File: src/rtl/parking_pkg.sv
// Shared types and default timing constants for the parking sensor front end.
package parking_pkg;

    localparam int unsigned DEBOUNCE_CYCLES_DEF = 4;
    localparam int unsigned LOCKOUT_CYCLES_DEF  = 8;

    typedef logic [1:0] slot_t;

    typedef enum logic [2:0] {
        IDLE,
        ENTRY_PULSE,
        EXIT_PULSE,
        DROP,
        LOCKOUT
    } arb_state_t;

endpackage

File: src/rtl/parking_sensor_conditioner_if.sv
// Raw sensor inputs and conditioned event outputs of the parking front end.
interface parking_sensor_conditioner_if;
    import parking_pkg::*;

    logic  entry_raw;
    logic  exit_raw;
    slot_t switch_raw;
    logic  full;
    logic  entry_sensor;
    logic  exit_sensor;
    slot_t switch;
    logic  entry_dropped;
    logic  busy;

    modport master (
        output entry_raw, exit_raw, switch_raw, full,
        input  entry_sensor, exit_sensor, switch, entry_dropped, busy
    );

    modport slave (
        input  entry_raw, exit_raw, switch_raw, full,
        output entry_sensor, exit_sensor, switch, entry_dropped, busy
    );

endinterface

File: src/rtl/parking_sensor_conditioner_debounce.sv
// One beam channel: 2-FF synchroniser, stability counter and rising-edge strobe.
module sensor_debounce
    import parking_pkg::*;
#(
    parameter int unsigned DEBOUNCE_CYCLES = DEBOUNCE_CYCLES_DEF
) (
    input  logic clk,
    input  logic reset,
    input  logic raw,
    output logic rise
);

    logic       sync1;
    logic       sync2;
    logic       stable;
    logic       stable_q;
    logic [3:0] cnt;

    always_ff @(posedge clk) begin
        if (reset) begin
            sync1    <= 1'b0;
            sync2    <= 1'b0;
            stable   <= 1'b0;
            stable_q <= 1'b0;
            cnt      <= '0;
        end else begin
            sync1    <= raw;
            sync2    <= sync1;
            stable_q <= stable;
            // The flip happens on the edge where the count would reach DEBOUNCE_CYCLES.
            if (sync2 == stable) begin
                cnt <= '0;
            end else if (cnt == 4'(DEBOUNCE_CYCLES - 1)) begin
                stable <= sync2;
                cnt    <= '0;
            end else begin
                cnt <= cnt + 4'd1;
            end
        end
    end

    assign rise = stable & ~stable_q;

endmodule

File: src/rtl/parking_sensor_conditioner.sv
// Conditions entry/exit beams and the slot selector into spaced, non-overlapping event pulses.
module parking_sensor_conditioner
    import parking_pkg::*;
#(
    parameter int unsigned DEBOUNCE_CYCLES = DEBOUNCE_CYCLES_DEF,
    parameter int unsigned LOCKOUT_CYCLES  = LOCKOUT_CYCLES_DEF
) (
    input logic                          clk,
    input logic                          reset,
    parking_sensor_conditioner_if.slave  bus
);

    logic       entry_rise;
    logic       exit_rise;
    slot_t      switch_sync1;
    slot_t      switch_sync2;
    logic       entry_pend;
    logic       exit_pend;
    logic [3:0] lock_cnt;
    arb_state_t state;

    logic decide;
    logic grant_exit;
    logic grant_entry;
    logic grant_drop;

    sensor_debounce #(.DEBOUNCE_CYCLES(DEBOUNCE_CYCLES)) u_entry_db (
        .clk   (clk),
        .reset (reset),
        .raw   (bus.entry_raw),
        .rise  (entry_rise)
    );

    sensor_debounce #(.DEBOUNCE_CYCLES(DEBOUNCE_CYCLES)) u_exit_db (
        .clk   (clk),
        .reset (reset),
        .raw   (bus.exit_raw),
        .rise  (exit_rise)
    );

    // The last LOCKOUT cycle arbitrates like IDLE so back-to-back pulses sit LOCKOUT_CYCLES+1 apart.
    always_comb begin
        decide      = (state == IDLE) ||
                      ((state == LOCKOUT) && (lock_cnt == 4'(LOCKOUT_CYCLES - 1)));
        grant_exit  = decide && exit_pend;
        grant_entry = decide && !exit_pend && entry_pend && !bus.full;
        grant_drop  = decide && !exit_pend && entry_pend && bus.full;
    end

    always_ff @(posedge clk) begin
        if (reset) begin
            state             <= IDLE;
            lock_cnt          <= '0;
            entry_pend        <= 1'b0;
            exit_pend         <= 1'b0;
            switch_sync1      <= '0;
            switch_sync2      <= '0;
            bus.switch        <= '0;
            bus.entry_sensor  <= 1'b0;
            bus.exit_sensor   <= 1'b0;
            bus.entry_dropped <= 1'b0;
            bus.busy          <= 1'b0;
        end else begin
            switch_sync1      <= bus.switch_raw;
            switch_sync2      <= switch_sync1;
            exit_pend         <= grant_exit ? 1'b0 : (exit_pend | exit_rise);
            entry_pend        <= (grant_entry || grant_drop) ? 1'b0 : (entry_pend | entry_rise);
            bus.entry_sensor  <= grant_entry;
            bus.exit_sensor   <= grant_exit;
            bus.entry_dropped <= grant_drop;

            case (state)
                IDLE, LOCKOUT: begin
                    if (grant_exit) begin
                        state      <= EXIT_PULSE;
                        bus.switch <= switch_sync2;
                        bus.busy   <= 1'b1;
                    end else if (grant_entry) begin
                        state    <= ENTRY_PULSE;
                        bus.busy <= 1'b1;
                    end else if (grant_drop) begin
                        state    <= DROP;
                        bus.busy <= 1'b1;
                    end else if (decide) begin
                        state    <= IDLE;
                        bus.busy <= 1'b0;
                    end else begin
                        lock_cnt <= lock_cnt + 4'd1;
                    end
                end
                default: begin
                    state    <= LOCKOUT;
                    lock_cnt <= '0;
                    bus.busy <= 1'b1;
                end
            endcase
        end
    end

endmodule

File: src/flat_wrapper.sv
// flat-port wrapper written by rule: the top's interface ports become plain ports
module parking_sensor_conditioner_flat import parking_pkg::*;
#(
    parameter int unsigned DEBOUNCE_CYCLES = DEBOUNCE_CYCLES_DEF,
    parameter int unsigned LOCKOUT_CYCLES  = LOCKOUT_CYCLES_DEF
)
  (clk, reset, bus_entry_raw, bus_exit_raw, bus_switch_raw, bus_full, bus_entry_sensor, bus_exit_sensor, bus_switch, bus_entry_dropped, bus_busy);
  parking_sensor_conditioner_if bus_i ();
  input logic clk;
  input logic reset;
  input wire logic [$bits(bus_i.entry_raw)-1:0] bus_entry_raw;
  input wire logic [$bits(bus_i.exit_raw)-1:0] bus_exit_raw;
  input wire logic [$bits(bus_i.switch_raw)-1:0] bus_switch_raw;
  input wire logic [$bits(bus_i.full)-1:0] bus_full;
  output wire logic [$bits(bus_i.entry_sensor)-1:0] bus_entry_sensor;
  output wire logic [$bits(bus_i.exit_sensor)-1:0] bus_exit_sensor;
  output wire logic [$bits(bus_i.switch)-1:0] bus_switch;
  output wire logic [$bits(bus_i.entry_dropped)-1:0] bus_entry_dropped;
  output wire logic [$bits(bus_i.busy)-1:0] bus_busy;
  assign bus_i.entry_raw = bus_entry_raw;
  assign bus_i.exit_raw = bus_exit_raw;
  assign bus_i.switch_raw = bus_switch_raw;
  assign bus_i.full = bus_full;
  assign bus_entry_sensor = bus_i.entry_sensor;
  assign bus_exit_sensor = bus_i.exit_sensor;
  assign bus_switch = bus_i.switch;
  assign bus_entry_dropped = bus_i.entry_dropped;
  assign bus_busy = bus_i.busy;
  parking_sensor_conditioner #(.DEBOUNCE_CYCLES(DEBOUNCE_CYCLES), .LOCKOUT_CYCLES(LOCKOUT_CYCLES)) u_core (.clk(clk), .reset(reset), .bus(bus_i));
endmodule
File: config.mk
export PLATFORM = sky130hd
export DESIGN_NAME = parking_sensor_conditioner_flat
export DESIGN_NICKNAME = d
export VERILOG_FILES = /design/src/rtl/parking_pkg.sv /design/src/rtl/parking_sensor_conditioner_if.sv /design/src/rtl/parking_sensor_conditioner_debounce.sv /design/src/rtl/parking_sensor_conditioner.sv /design/src/flat_wrapper.sv
export SDC_FILE = /design/constraint.sdc
export NUM_CORES = 1
export LEC_CHECK = 0
export ABC_AREA = 1
export CORE_MARGIN = 3
export CORE_UTILIZATION = 50
export CTS_BUF_LIST = sky130_fd_sc_hd__clkbuf_16
export DETAILED_ROUTE_END_ITERATION = 12
export PLACE_DENSITY_LB_ADDON = 0.2
export SLEW_MARGIN = 20
export SYNTH_ARGS = -nofsm -noshare
export SYNTH_HDL_FRONTEND = slang
export SYNTH_SLANG_ARGS = --single-unit
File: constraint.sdc
create_clock -name clk -period 3.4 [get_ports clk]
set_clock_uncertainty 0.2 [all_clocks]
set_input_delay 0.85 -clock clk [delete_from_list [all_inputs] [get_ports clk]]
set_output_delay 0.85 -clock clk [all_outputs]
set_load 0.02 [all_outputs]
* Word level (Yosys, flattened, before mapping) *
Index checks and enable logic that the tools add are counted.

word-level totals
  memories = 0
  output and inout bits = 6
  bits of input ports = 7
  memory bits (read-only) = 0
  register bits after elaboration = 35
  bits in latches = 0
  RAM bits = 0

cells by class
  shift-type cells = 0
  equality and inequality tests = 7
  div/mod/pow operators = 0
  add/subtract/negate cells = 3
  $lt $le $gt $ge = 0
  multiplexer cells = 10
  bitwise gates (word level) = 13
  multiply operators = 0
  reductions and logical operators = 24

operator list
  cell                                           count
  2-to-1 mux 3 bit                               5
  adder 4 x 1 -> 4 bit, second input constant    3
  NOT 1 bit                                      9
  OR reduction 3 bit                             3
  == test 4 x 2 -> 1 bit, second input constant  2
  OR reduction 2 bit                             4
  logical AND 1 bit                              6
  AND reduction 2 bit                            3
  2-to-1 mux 1 bit                               5
  != test 5 x 1 -> 1 bit, second input constant  1
  == test 4 x 3 -> 1 bit, second input constant  1
  AND reduction 4 bit                            1
  nonzero test 4 bit                             1
  == test 3 bit, second input constant           1
  logical NOT 3 bit                              1
  nonzero test 3 bit                             1
  AND 1 bit                                      2
  == test 1 bit                                  2
  logical NOT 1 bit                              2
  logical OR 1 bit                               2
  OR 1 bit                                       2

* Longest topological paths before layout *
  depth in word-level cells = 10
  mapped depth = 8
  mapped depth without buffers = 8

* Modules after synthesis *
A second synthesis with hierarchy kept.

second synthesis, totals
  cell total of the unflattened synthesis = 157
  area, all modules = 1338.8 um^2

by module, submodules not included
  module                      cells each  times used  area each (um^2)  sequential area each (um^2)
  parking_sensor_conditioner  81          1           710.7             380.4
  sensor_debounce             38          2           314.1             160.2

* Least setup slack after synthesis *
OpenSTA, ideal clock, no wires.

  kind = input to register
  start = in reset
  end = reg u_core.lock_cnt[2]
  required time = 3.085 ns
  data arrival time = 1.356 ns
  stages = 6
  setup slack = 1.729 ns
  library setup time = 0.115 ns
  cell sequence = buf_2 -> inv_2 -> nand2_1 -> inv_1 -> nand2_1 -> nor2_1

between the ends
  cells in the longest elaborated chain, start to end = 1

RTL lines
  what                          RTL line                          RTL
  from (decl)                   flat_wrapper.sv:10                input logic reset;
  OR reduction 2 bit (no line)  -
  to (signal assigned)          parking_sensor_conditioner.sv:88  lock_cnt <= lock_cnt + 4'd1;
  to (decl)                     parking_sensor_conditioner.sv:19  logic [3:0] lock_cnt;

Every way passes these cells.
A chain may end at the register's enable or synchronous reset.

* Worst setup path after layout *
  start = reg u_core.bus.busy
  end = out bus_busy

RTL lines
  what                    RTL line                             RTL
  from (decl)             parking_sensor_conditioner_if.sv:22  output entry_sensor, exit_sensor, switch, entry_dropped, busy
  from (signal assigned)  parking_sensor_conditioner.sv:62     bus.busy <= 1'b0;
  from (signal assigned)  parking_sensor_conditioner.sv:77     bus.busy <= 1'b1;
  from (signal assigned)  parking_sensor_conditioner.sv:80     bus.busy <= 1'b1;
  to (decl)               flat_wrapper.sv:19                   output wire logic [$bits(bus_i.busy)-1:0] bus_busy;

No word-level cell between the ends.

==> run metrics <==
status=completed; core area=2318 sq um; CP Data Arrival Time=1.20 ns; overall die width=56.42 um; largest family of logic cells by synthesized area=simple AND/OR/NAND/NOR gates; CP Data Required Time=2.35 ns; proportion of layout cells with a drive suffix above 1=12.27%; critical path class=reg2out; Synth Area in Simple Gates=25.59%; Final Hold Vio Count=0; first-pass GRT wire length=3.663 mm; CTS tree=yes; Synth-to-Final Area Change=22.54%; CP Capture Type=output port; Ports=13; post-synth top area cell=dfxtp_1; dpl hpwl=1.459 mm; grt ovf=0; cells after synthesis=145; crit share post-route=66.27%; synthesized flop and latch total=35; H-tree levels=2; TNS Setup=0 ns; WL/cell=10.40 um; Post-synth top flop=dfxtp_1; largest net degree at the start of global routing=18; mux cell area share after synthesis=0%; Root Buffer=clkbuf_16; Post-route DRC=0; Die ar.=3183 sq um; crit-path max cell delay=0.61 ns; Worst-path clk slew=0.05 ns; synth top area cells=dfxtp_1 (55%), nor2_1 (7.1%), inv_1 (6.5%); clk_lat worst skew=0.27 ns; Max Clk Rate=0.4438 GHz; CP bufs+invs=1; Num Clock Sinks=35; max-slew violation count=0; Hold WC Path Type=reg2reg; Async SR Flop Fraction=0%; fill count=177; Starting Density=54.83%; postcts setup bufs=0; GPL Wtd Cong=0.7246; IO buf count=12; Worst-Margin Slew=0.2160 ns; VDD IR-drop max=0.4907 mV; Multi-input gate area=474.2 sq um; post-synthesis compound-gate area fraction=6.004%; GRT Resource Usage Total=15.08%; leakage power=0.6799 nW; CP delay by family, top=buffers and inverters; Mapped Area=1271 sq um; routed vias=911; Reg area=700.7 sq um; Die Y=56.42 um; initial antenna violation count=0; ant diodes=0; Max stage delay cell, worst path=clkdlybuf4s50_1; Max clock buf depth=2; CP max FO=2; Core Rows=17; register area share after synthesis=55.12%; Routed Antenna Nets=0; Unique masters post-synth=21; min Tclk post-route=2.253 ns; Syn Nets=155; post-CTS sizing=0; final std cells w/o fill=191; nets=173; Startpoint Class=flip-flop; Synth Area in XOR/XNOR=2.756%; number of flops mapped to enable cells by yosys=0; Avg Cell Area, Syn=8.767 sq um; DRT Wirelength=1.987 mm; crit-path cells=clkdlybuf4s50_1; Post-Synth Adder-Cell Area=2.953%; Yosys warnings=0; Initial DRC Count=9; RSZ-0062 raised after global routing=false; CTS Buf Count=5; Slew Limit Headroom=85.49%; Pre-antenna DRT Iters=4; CTS Hold Bufs=0; Power Dens Cells=542.2 nW/um^2; Inst Count DP=184; DR vias/cell=4.770; Max-Cap Viols=0; number of global-route vias before repair=869; Final setup viols=0; Synth top area share=55.12%
==> power breakdown <==
part	leakage, nW	internal (W)	switching, W
logic	0.329	0.0000102	0.0000112
registers	0.284	0.000416	0.00000201
clock network	0.0671	0.000262	0.000143
total	0.680	0.000688	0.000156
==> logic make-up (layout without fill, tap and decap cells) <==
logic type	after synthesis	after routing
xor gates and xnor gates	4	4
AOI/OAI and AO/OA	14	14
adders and majority gates	3	3
DFF	35	35
and+or+nand+nor	64	64
buffers and inverters	25	43
==> final timing paths <==
kind / depth (start not counted) / slack [ns] / end / startpoint
worst max-delay path: 1 / 1.15 / bus_busy / u_core.bus.busy
worst min register to register: 2 / 0.20 / u_core.switch_sync2[0] / u_core.switch_sync1[0]
worst max register to register: 8 / 1.93 / u_core.bus.busy / u_core.lock_cnt[1]
worst min-delay path: 2 / 0.20 / u_core.switch_sync2[0] / u_core.switch_sync1[0]
==> per-layer routing <==
layer	wire, um	part of all wire (%)	vias to the layer above	track usage [%]
met1	884	44	406	17.64
met3	89	4.5	7	5.517
li1	-	-	485	-
met5	0	0	-	0
met2	969	49	13	23.76
met4	44	2.2	0	8.136
==> flip-flops by register name, summed over array words and instances (netlist names), 2 cells and up <==
| signal | count |
|---|---|
| u_core.lock_cnt | 4 |
| u_core.u_entry_db.cnt | 4 |
| u_core.u_exit_db.cnt | 4 |
| u_core.state | 3 |
| u_core.bus.switch | 2 |
| u_core.switch_sync1 | 2 |
| u_core.switch_sync2 | 2 |
==> synthesized netlist by cell type, types with 2 or more instances <==
| master | number |
|---|---|
| a21oi_1 | 9 |
| nand3_1 | 11 |
| ha_1 | 3 |
| inv_1 | 22 |
| xor2_1 | 4 |
| nand2_1 | 17 |
| buf_2 | 2 |
| nand3_2 | 2 |
| dfxtp_1 | 35 |
| o21ai_0 | 3 |
| nor2_1 | 24 |
| or2_2 | 4 |
==> area by class of cell <==
cell class,count,area share (%)
tap,28,2.249
clock buffer,5,8.032
timing repair buffer,13,8.193
inverter,23,5.542
clock inverter,2,0.5623
sequential,35,44.98
multi-input combinational,85,30.44
==> cell usage in the layout (no fill, tap or decap), types with 2 or more instances in the layout <==
master and n:
a21oi_1 9, clkbuf_16 5, clkdlybuf4s50_1 12, dfxtp_1 35, ha_1 3, inv_1 22, nand2_1 17, nand3_1 11
nand3_2 2, nor2_1 24, o21ai_0 3, or2_2 4, xor2_1 4
==> metrics by stage <==
step	cell area [sq um]	power (W)	setup slack [ns]	hold slack [ns]	utilization (%)
floorplan	1271	0.0004377	1.729	0.1883	-
global placement	1424	0.0004469	1.172	0.1911	61.41
detailed placement	1424	0.0004478	1.140	0.1927	61.41
CTS	1558	0.0008550	1.122	0.1996	67.19
global route	1558	0.0008808	1.101	0.2341	67.19
finish	1558	0.0008447	1.147	0.1987	67.19
Note: power is estimated with default switching activity, not from simulation.
